[config.mk]
export PLATFORM = sky130hd
export DESIGN_NAME = block_dispatcher_flat
export DESIGN_NICKNAME = d
export VERILOG_FILES = /design/src/rtl/block_dispatcher_pkg.sv /design/src/rtl/block_dispatcher_if.sv /design/src/rtl/block_dispatcher_slot.sv /design/src/rtl/block_dispatcher.sv /design/src/flat_wrapper.sv
export SDC_FILE = /design/constraint.sdc
export NUM_CORES = 1
export LEC_CHECK = 0
export CORE_MARGIN = 10
export CORE_UTILIZATION = 55
export CTS_BUF_LIST = sky130_fd_sc_hd__clkbuf_8
export DETAILED_ROUTE_END_ITERATION = 7
export GPL_TIMING_DRIVEN = 1
export MAX_ROUTING_LAYER = met4
export PLACE_DENSITY = 0.78
export SLEW_MARGIN = 10
export SYNTH_ARGS = -nofsm -noshare
export SYNTH_HDL_FRONTEND = slang
export SYNTH_SLANG_ARGS = --single-unit
[constraint.sdc]
create_clock -name clk -period 3.4 [get_ports clk]
set_clock_uncertainty 0.15 [all_clocks]
set_input_delay 0.68 -clock clk [delete_from_list [all_inputs] [get_ports clk]]
set_output_delay 0.68 -clock clk [all_outputs]
set_load 0.005 [all_outputs]
[src/rtl/block_dispatcher_pkg.sv]
// Shared state encodings and width helpers for the kernel block dispatcher.
package gpu_dispatch_pkg;

  typedef enum logic [1:0] {IDLE, RUN, FIN} top_state_e;

  typedef enum logic [1:0] {C_IDLE, C_RESET, C_RUN} slot_state_e;

  // Block counters carry one extra bit so ceil(thread_count/THREADS_PER_BLOCK) never wraps.
  function automatic int block_count_w(int tc_bits);
    return tc_bits + 1;
  endfunction

endpackage

[src/rtl/block_dispatcher_if.sv]
// Launch-side and core-side signals of the block dispatcher, grouped as one bus.
interface block_dispatcher_if #(
  parameter int NUM_CORES         = 2,
  parameter int THREADS_PER_BLOCK = 4,
  parameter int TC_BITS           = 8
);
  localparam int CNT_W = $clog2(THREADS_PER_BLOCK) + 1;

  logic                                start;
  logic [TC_BITS-1:0]                  thread_count;
  logic                                done;
  logic [NUM_CORES-1:0]                core_reset;
  logic [NUM_CORES-1:0]                core_start;
  logic [NUM_CORES-1:0][TC_BITS-1:0]   core_block_id;
  logic [NUM_CORES-1:0][CNT_W-1:0]     core_thread_count;
  logic [NUM_CORES-1:0]                core_done;

  modport master (
    output start, thread_count, core_done,
    input  done, core_reset, core_start, core_block_id, core_thread_count
  );

  modport slave (
    input  start, thread_count, core_done,
    output done, core_reset, core_start, core_block_id, core_thread_count
  );
endinterface

[src/rtl/block_dispatcher_slot.sv]
// One core's sequencer: reset pulse, then start held until the core reports done.
module dispatch_slot
  import gpu_dispatch_pkg::*;
#(
  parameter int TC_BITS = 8,
  parameter int CNT_W   = 3
) (
  input  logic               clk,
  input  logic               reset,
  input  logic               assign_stb,
  input  logic [TC_BITS-1:0] id,
  input  logic [CNT_W-1:0]   count,
  input  logic               core_done,
  output logic               core_reset,
  output logic               core_start,
  output logic [TC_BITS-1:0] block_id,
  output logic [CNT_W-1:0]   thread_count,
  output logic               free,
  output logic               retire
);
  slot_state_e state;

  always_ff @(posedge clk) begin
    if (!reset) begin
      state        <= C_IDLE;
      core_reset   <= 1'b0;
      core_start   <= 1'b0;
      block_id     <= '0;
      thread_count <= '0;
    end else begin
      case (state)
        C_IDLE: if (assign_stb) begin
          state        <= C_RESET;
          core_reset   <= 1'b1;
          block_id     <= id;
          thread_count <= count;
        end
        C_RESET: begin
          state      <= C_RUN;
          core_reset <= 1'b0;
          core_start <= 1'b1;
        end
        C_RUN: if (core_done) begin
          state      <= C_IDLE;
          core_start <= 1'b0;
        end
        default: state <= C_IDLE;
      endcase
    end
  end

  // Free is taken from the registered state, so a slot retiring this edge is not reused until the next.
  assign free   = (state == C_IDLE);
  assign retire = (state == C_RUN) && core_done;
endmodule

[src/rtl/block_dispatcher.sv]
// Splits a kernel launch into fixed-size blocks and hands them to the core slots in index order.
module block_dispatcher
  import gpu_dispatch_pkg::*;
#(
  parameter int NUM_CORES         = 2,
  parameter int THREADS_PER_BLOCK = 4,
  parameter int TC_BITS           = 8
) (
  input  logic               clk,
  input  logic               reset,
  block_dispatcher_if.slave  bus
);
  localparam int LOG2  = $clog2(THREADS_PER_BLOCK);
  localparam int CNT_W = LOG2 + 1;
  localparam int BLK_W = block_count_w(TC_BITS);

  top_state_e                        state;
  logic [TC_BITS-1:0]                tc;
  logic [BLK_W-1:0]                  total;
  logic [BLK_W-1:0]                  dispatched;
  logic [BLK_W-1:0]                  retired;
  logic                              done;

  logic [NUM_CORES-1:0]              free;
  logic [NUM_CORES-1:0]              grant;
  logic [NUM_CORES-1:0]              retire;
  logic [NUM_CORES-1:0]              assign_stb;
  logic [NUM_CORES-1:0]              core_reset_v;
  logic [NUM_CORES-1:0]              core_start_v;
  logic [NUM_CORES-1:0][TC_BITS-1:0] block_id_v;
  logic [NUM_CORES-1:0][CNT_W-1:0]   count_v;
  logic [BLK_W-1:0]                  comp;
  logic [BLK_W-1:0]                  rem;
  logic [CNT_W-1:0]                  next_count;
  logic                              do_dispatch;

  function automatic logic [BLK_W-1:0] ceil_blocks(input logic [TC_BITS-1:0] n);
    return (BLK_W'(n) + BLK_W'(THREADS_PER_BLOCK - 1)) >> LOG2;
  endfunction

  // Isolate the lowest set bit: the lowest-index idle slot wins.
  assign grant       = free & (~free + NUM_CORES'(1));
  assign do_dispatch = (state == RUN) && (dispatched < total) && (|free);
  assign assign_stb  = do_dispatch ? grant : '0;

  assign rem        = BLK_W'(tc) - (dispatched << LOG2);
  assign next_count = (rem >= BLK_W'(THREADS_PER_BLOCK)) ? CNT_W'(THREADS_PER_BLOCK)
                                                         : rem[CNT_W-1:0];

  always_comb begin
    comp = '0;
    for (int i = 0; i < NUM_CORES; i++) comp = comp + BLK_W'(retire[i]);
  end

  for (genvar g = 0; g < NUM_CORES; g++) begin : g_slot
    dispatch_slot #(.TC_BITS(TC_BITS), .CNT_W(CNT_W)) u_slot (
      .clk          (clk),
      .reset        (reset),
      .assign_stb   (assign_stb[g]),
      .id           (dispatched[TC_BITS-1:0]),
      .count        (next_count),
      .core_done    (bus.core_done[g]),
      .core_reset   (core_reset_v[g]),
      .core_start   (core_start_v[g]),
      .block_id     (block_id_v[g]),
      .thread_count (count_v[g]),
      .free         (free[g]),
      .retire       (retire[g])
    );
  end

  always_ff @(posedge clk) begin
    if (!reset) begin
      state      <= IDLE;
      tc         <= '0;
      total      <= '0;
      dispatched <= '0;
      retired    <= '0;
      done       <= 1'b0;
    end else begin
      case (state)
        IDLE: if (bus.start) begin
          tc         <= bus.thread_count;
          total      <= ceil_blocks(bus.thread_count);
          dispatched <= '0;
          retired    <= '0;
          if (bus.thread_count == '0) begin
            state <= FIN;
            done  <= 1'b1;
          end else begin
            state <= RUN;
          end
        end
        RUN: begin
          if (do_dispatch) dispatched <= dispatched + BLK_W'(1);
          retired <= retired + comp;
          if (retired + comp == total) begin
            state <= FIN;
            done  <= 1'b1;
          end
        end
        FIN: if (!bus.start) begin
          state <= IDLE;
          done  <= 1'b0;
        end
        default: state <= IDLE;
      endcase
    end
  end

  assign bus.done              = done;
  assign bus.core_reset        = core_reset_v;
  assign bus.core_start        = core_start_v;
  assign bus.core_block_id     = block_id_v;
  assign bus.core_thread_count = count_v;
endmodule

[src/flat_wrapper.sv]
// flat-port wrapper written by rule: the top's interface ports become plain ports
module block_dispatcher_flat import gpu_dispatch_pkg::*;
#(
  parameter int NUM_CORES         = 2,
  parameter int THREADS_PER_BLOCK = 4,
  parameter int TC_BITS           = 8
)
  (clk, reset, bus_start, bus_thread_count, bus_core_done, bus_done, bus_core_reset, bus_core_start, bus_core_block_id, bus_core_thread_count);
  block_dispatcher_if #(.NUM_CORES(NUM_CORES), .THREADS_PER_BLOCK(THREADS_PER_BLOCK), .TC_BITS(TC_BITS)) bus_i ();
  input  logic clk;
  input  logic reset;
  input wire logic [$bits(bus_i.start)-1:0] bus_start;
  input wire logic [$bits(bus_i.thread_count)-1:0] bus_thread_count;
  input wire logic [$bits(bus_i.core_done)-1:0] bus_core_done;
  output wire logic [$bits(bus_i.done)-1:0] bus_done;
  output wire logic [$bits(bus_i.core_reset)-1:0] bus_core_reset;
  output wire logic [$bits(bus_i.core_start)-1:0] bus_core_start;
  output wire logic [$bits(bus_i.core_block_id)-1:0] bus_core_block_id;
  output wire logic [$bits(bus_i.core_thread_count)-1:0] bus_core_thread_count;
  assign bus_i.start = bus_start;
  assign bus_i.thread_count = bus_thread_count;
  assign bus_i.core_done = bus_core_done;
  assign bus_done = bus_i.done;
  assign bus_core_reset = bus_i.core_reset;
  assign bus_core_start = bus_i.core_start;
  assign bus_core_block_id = bus_i.core_block_id;
  assign bus_core_thread_count = bus_i.core_thread_count;
  block_dispatcher #(.NUM_CORES(NUM_CORES), .THREADS_PER_BLOCK(THREADS_PER_BLOCK), .TC_BITS(TC_BITS)) u_core (.clk(clk), .reset(reset), .bus(bus_i));
endmodule
### Yosys cells after proc, flatten, opt, wreduce, memory -nomap -nowiden

Index checks and enable logic that the tools add are counted.

| storage, ports and cells | value |
|---|---|
| register bits | 66 |
| input port bits | 13 |
| output and inout bits | 27 |
| logic and storage cells | 100 |

| cells by class | value |
|---|---|
| add/sub/neg operators | 6 |
| order comparisons | 2 |
| equal/unequal tests | 16 |
| mux-type cells | 30 |
| bitwise logic cells | 2 |
| reductions and logical operators | 28 |

Operators by type and width:

| cell | count |
|---|---|
| $pmux 9 s2 | 2 |
| $reduce_and 2->1 | 10 |
| $mux 2 | 9 |
| $mux 9 | 2 |
| $pmux 2 s3 | 3 |
| $ne 2x2->1 const B | 5 |
| $reduce_bool 2->1 | 5 |
| $add 8x2->9 const B | 1 |
| $add 9x1->9 const B | 1 |
| $add 9x9->9 | 1 |
| $eq 9x7->1 | 1 |
| $ge 9x3->1 const B | 1 |
| $lt 9x7->1 | 1 |
| $sub 8x9->9 | 1 |
| $logic_not 8->1 | 1 |
| $mux 1 | 8 |
| $ne 2x1->1 const B | 4 |
| $pmux 1 s2 | 4 |
| $eq 2x1->1 const B | 3 |
| $eq 2x2->1 const B | 3 |
| $logic_not 2->1 | 3 |
| $reduce_and 3->1 | 2 |
| $reduce_and 5->1 | 1 |
| $logic_and 1x1->1 | 4 |
| other kinds (8) | 8 |

### Logic depth before layout (Yosys ltp)

| logic depth | value |
|---|---|
| depth after elaboration | 7 |
| gate-level depth with buffers | 12 |

### By module

From an unflattened synthesis, not the netlist that was laid out.

| second synthesis, totals | value |
|---|---|
| cells, all modules | 433 |
| area total of the unflattened synthesis | 3653.5 um2 |

Modules (own cells, without submodules):

| module | instances | cells an instance | area an instance (um2) | seq. area each (um2) |
|---|---|---|---|---|
| block_dispatcher | 1 | 299 | 2504.9 | 720.7 |
| dispatch_slot | 2 | 67 | 574.3 | 300.3 |

### Worst setup path before layout

Ideal clock, no wire load.

| timing path | value |
|---|---|
| kind | input port to flip-flop |
| from | in bus_core_done[0] |
| to | reg u_core.state[0] |
| data arrival time | 2.869 ns |
| data required time | 3.119 ns |
| slack | 0.250 ns |
| stages | 11 |
| path buffers | 1 |
| cell sequence | and3_1 ha_1 ha_1 fa_1 and3_1 clkbuf_1 nand2_1 mux2i_1 o21ai_0 o31ai_1 a21boi_0 |

| on the way | value |
|---|---|
| longest elaborated chain between the ends | 6 |

RTL lines:

| what | line | text |
|---|---|---|
| from (decl) | flat_wrapper.sv:14 | `input wire logic [$bits(bus_i.core_done)-1:0] bus_core_done;` |
| $logic_and 1x1->1 | block_dispatcher_slot.sv:54 | `assign retire = (state == C_RUN) && core_done;` |
| $add 1x1->2 | block_dispatcher.sv:52 | `for (int i = 0; i < NUM_CORES; i++) comp = comp + BLK_W'(retire[i]);` |
| $add 9x9->9 | block_dispatcher.sv:97 | `if (retired + comp == total) begin` |
| $eq 9x7->1 | block_dispatcher.sv:97 |  |
| $ne 2x2->1 (no source line) | - |  |
| $reduce_and 3->1 (no source line) | - |  |
| to (signal assigned) | block_dispatcher.sv:98 | `state <= FIN;` |
| to (signal assigned) | block_dispatcher.sv:103 | `state <= IDLE;` |
| to (signal assigned) | block_dispatcher.sv:106 | `default: state <= IDLE;` |
| to (decl) | block_dispatcher.sv:17 | `top_state_e state;` |

Every way passes these cells.
A chain may end at the register's enable or synchronous reset.

### Worst setup path after layout

Same ends and word-level chain as after synthesis.

==> impl_metrics.env <==
export IMPL_status="completed"
export IMPL_hold_viol_final=0
export IMPL_cp_cell_sequence="clkdlybuf4s50_1 > and3_1 > ha_1 > ha_1 > fa_2 > and3_1 > buf_4 > nand4_1 > o21ai_0 > o21ai_0 > o31ai_2 > a21boi_0"
export IMPL_clk_latency_ns=0.35
export IMPL_synth_area_leaders="dfxtp_1 37%, ha_1 5.7%, mux2i_1 4.8%"
export IMPL_synth_top_area_cell="dfxtp_1"
export IMPL_holdWs_ns=0.324
export IMPL_drtIter0Drc=147
export IMPL_dr_pass1_iters=4
export IMPL_finish_utilization=0.669
export IMPL_rows=29
export IMPL_p_leak_nw=1.63
export IMPL_crit_buf_inv=2
export IMPL_yosysTopAreaCellShare=0.374
export IMPL_place_gp_congestion=0.857
export IMPL_grt_start_max_net_pins=29
export IMPL_pwr_density_cell_mw_per_mm2=432
export IMPL_viasPerCell=5.63
export IMPL_initial_utilization=0.563
export IMPL_syn_to_final_growth_pct=19.0
export IMPL_nets=476
export IMPL_tightest_slew_ns=0.787
export IMPL_crit_required_ns=3.48
export IMPL_dpl_hpwl_mm=6.09
export IMPL_ys_types=52
export IMPL_yosys_warnings=0
export IMPL_start_kind="input port"
export IMPL_setup_viol=0
export IMPL_path_class="in2reg"
export IMPL_irDropWorstVdd_mv=0.335
export IMPL_hold_class="reg2reg"
export IMPL_syn_inst=407
export IMPL_async_flop_share=0
export IMPL_ys_ff_latch=66
export IMPL_synth_area_per_cell_sq_um=8.68
export IMPL_synth_edf_count=0
export IMPL_fin_crit_sh=0.934
export IMPL_num_vias=2968
export IMPL_drc=0
export IMPL_routed_wl_mm=8.28
export IMPL_finalPower_mw=1.81
export IMPL_max_stage_delay_ns=0.43
export IMPL_syn_area_sq_mm=0.00353
export IMPL_syn_nets=438
export IMPL_cts_sinks=66
export IMPL_die_h_um=100
export IMPL_clk_pin_slew_ns=0.07
export IMPL_yosysMostFrequentCell="dfxtp_1"
export IMPL_crit_cells=12
export IMPL_root_buffer="clkbuf_8"
export IMPL_first_global_vias=2879
export IMPL_antenna_found_initial=0
export IMPL_wl_per_cell_um=15.7
export IMPL_port_buffers=39
export IMPL_crit_path_end_kind="flip-flop"
export IMPL_rsz0062_at_grt="false"
export IMPL_cts_resized_gates=0
export IMPL_clockBufferDepth=2
export IMPL_rr_worst_depth=11
export IMPL_cp_max_fo=4
export IMPL_post_cts_buffers=0
export IMPL_grtUsageTotal=0.173
export IMPL_synth_seq_area_share=0.374
export IMPL_ctsHoldBuffers=0
export IMPL_arrival_ns=3.25
export IMPL_cap_viol_max_count=0
export IMPL_fp_dieArea_sq_mm=0.0100
export IMPL_slowest_stage="clkdlybuf4s50_1"
export IMPL_synth_common_cells="66 x dfxtp_1, 45 x nand2_1, 24 x o21ai_0"
export IMPL_achievable_frequency_ghz=0.315
export IMPL_max_slew_margin_rel=0.471
export IMPL_htreeDepth=3
export IMPL_period_needed_ns=3.17
export IMPL_hold_depth=2
export IMPL_core_sq_mm=0.00628
export IMPL_antenna_cells=0
export IMPL_die_w_um=100
export IMPL_final_max_slew_viol_count=0
export IMPL_cts_tree="yes"
export IMPL_synthFlopType="dfxtp_1"
export IMPL_grt_pass1_wl_mm=13.8
export IMPL_antenna_left=0
export IMPL_crit_family="compound AO/OA/AOI/OAI gates"
export IMPL_io_pins=40
export IMPL_cts_made_buffers=9
export IMPL_grt_overflow_total=0
export IMPL_drive_gt1_frac=0.0933
-- worst reg2reg max path, cell delays in order (launching register included) --
cell,delay [ns]
dfxtp_1,0.48
inv_1,0.13
nor3b_2,0.18
ha_1,0.25
ha_1,0.24
fa_2,0.40
and3_1,0.24
nand2_1,0.10
mux2i_1,0.17
o21ai_0,0.13
o31ai_2,0.27
a21boi_0,0.12
-- state kept, by name, summed over array words and instances, names as in the netlist --
register	flops
u_core.g_slot.u_slot.block_id	16
u_core.dispatched	9
u_core.retired	9
u_core.tc	8
u_core.total	7
u_core.g_slot.u_slot.thread_count	6
u_core.g_slot.u_slot.state	4
u_core.g_slot.u_slot.core_reset	2
u_core.g_slot.u_slot.core_start	2
u_core.state	2
u_core.bus.done	1
-- stage by stage --
step           cell area [sq um]  setup WS [ns]  std cells  setup TNS (ns)
2_1_floorplan               3530          0.250        407               0
3_3_place_gp                3980         -0.235        511          -0.581
3_5_place_dp                3980         -0.340        511          -0.926
4_1_cts                     4190         0.0423        527               0
5_1_grt                     4200         0.0476        527               0
6_report                    4200          0.226        527               0
-- report_power, final --
| part | internal, mW | switching (mW) |
|---|---|---|
| Clock | 0.375 | 0.303 |
| Combinational | 0.132 | 0.172 |
| Sequential | 0.802 | 0.0301 |
-- worst paths after layout --
kind	startpoint	endpoint	slack, ns
worst max-delay path	bus_core_done[0]	u_core.state[0]	0.23
worst min-delay path	u_core.tc[2]	u_core.tc[2]	0.32
worst max register to register	u_core.g_slot[1].u_slot.state[1]	u_core.state[0]	0.43
worst min register to register	u_core.tc[2]	u_core.tc[2]	0.32
-- routing by layer --
metal / up-vias / GRT usage / wire length [um]
li1: 1502 / - / -
met1: 1409 / 0.202 / 3750
met2: 44 / 0.279 / 4070
met3: 13 / 0.0474 / 296
met4: 0 / 0.0598 / 165
met5: - / - / 0
-- layout make-up --
class | count | area [sq um]
clock buffers | 11 | 151
fillers | 557 | 2080
well taps | 77 | 96.3
clock inverters | 5 | 53.8
repair buffers | 49 | 460
inverters | 20 | 75.1
flip-flops and latches | 66 | 1320
multi-input cells | 299 | 2040
-- logic make-up after synthesis --
logic type / Yosys count / share of synthesized area
simple gates: 154 / 0.229
compound gates: 89 / 0.177
flops: 66 / 0.374
buf+inv: 42 / 0.0510
xor+xnor: 21 / 0.0521
fa+ha+maj: 18 / 0.0680
mux: 17 / 0.0482
-- cell usage in the layout (no fill, tap or decap), types with 16 or more instances in the layout --
master	synthesis	layout
o21ai_0	24	24
nand3_1	18	18
ha_1	16	16
dfxtp_1	66	66
inv_1	20	21
nor2b_1	22	22
clkdlybuf4s50_1	0	38
nor2_1	22	22
mux2i_1	17	17
nand2_1	45	45
No activity file was read; power rests on OpenSTA's default activity.
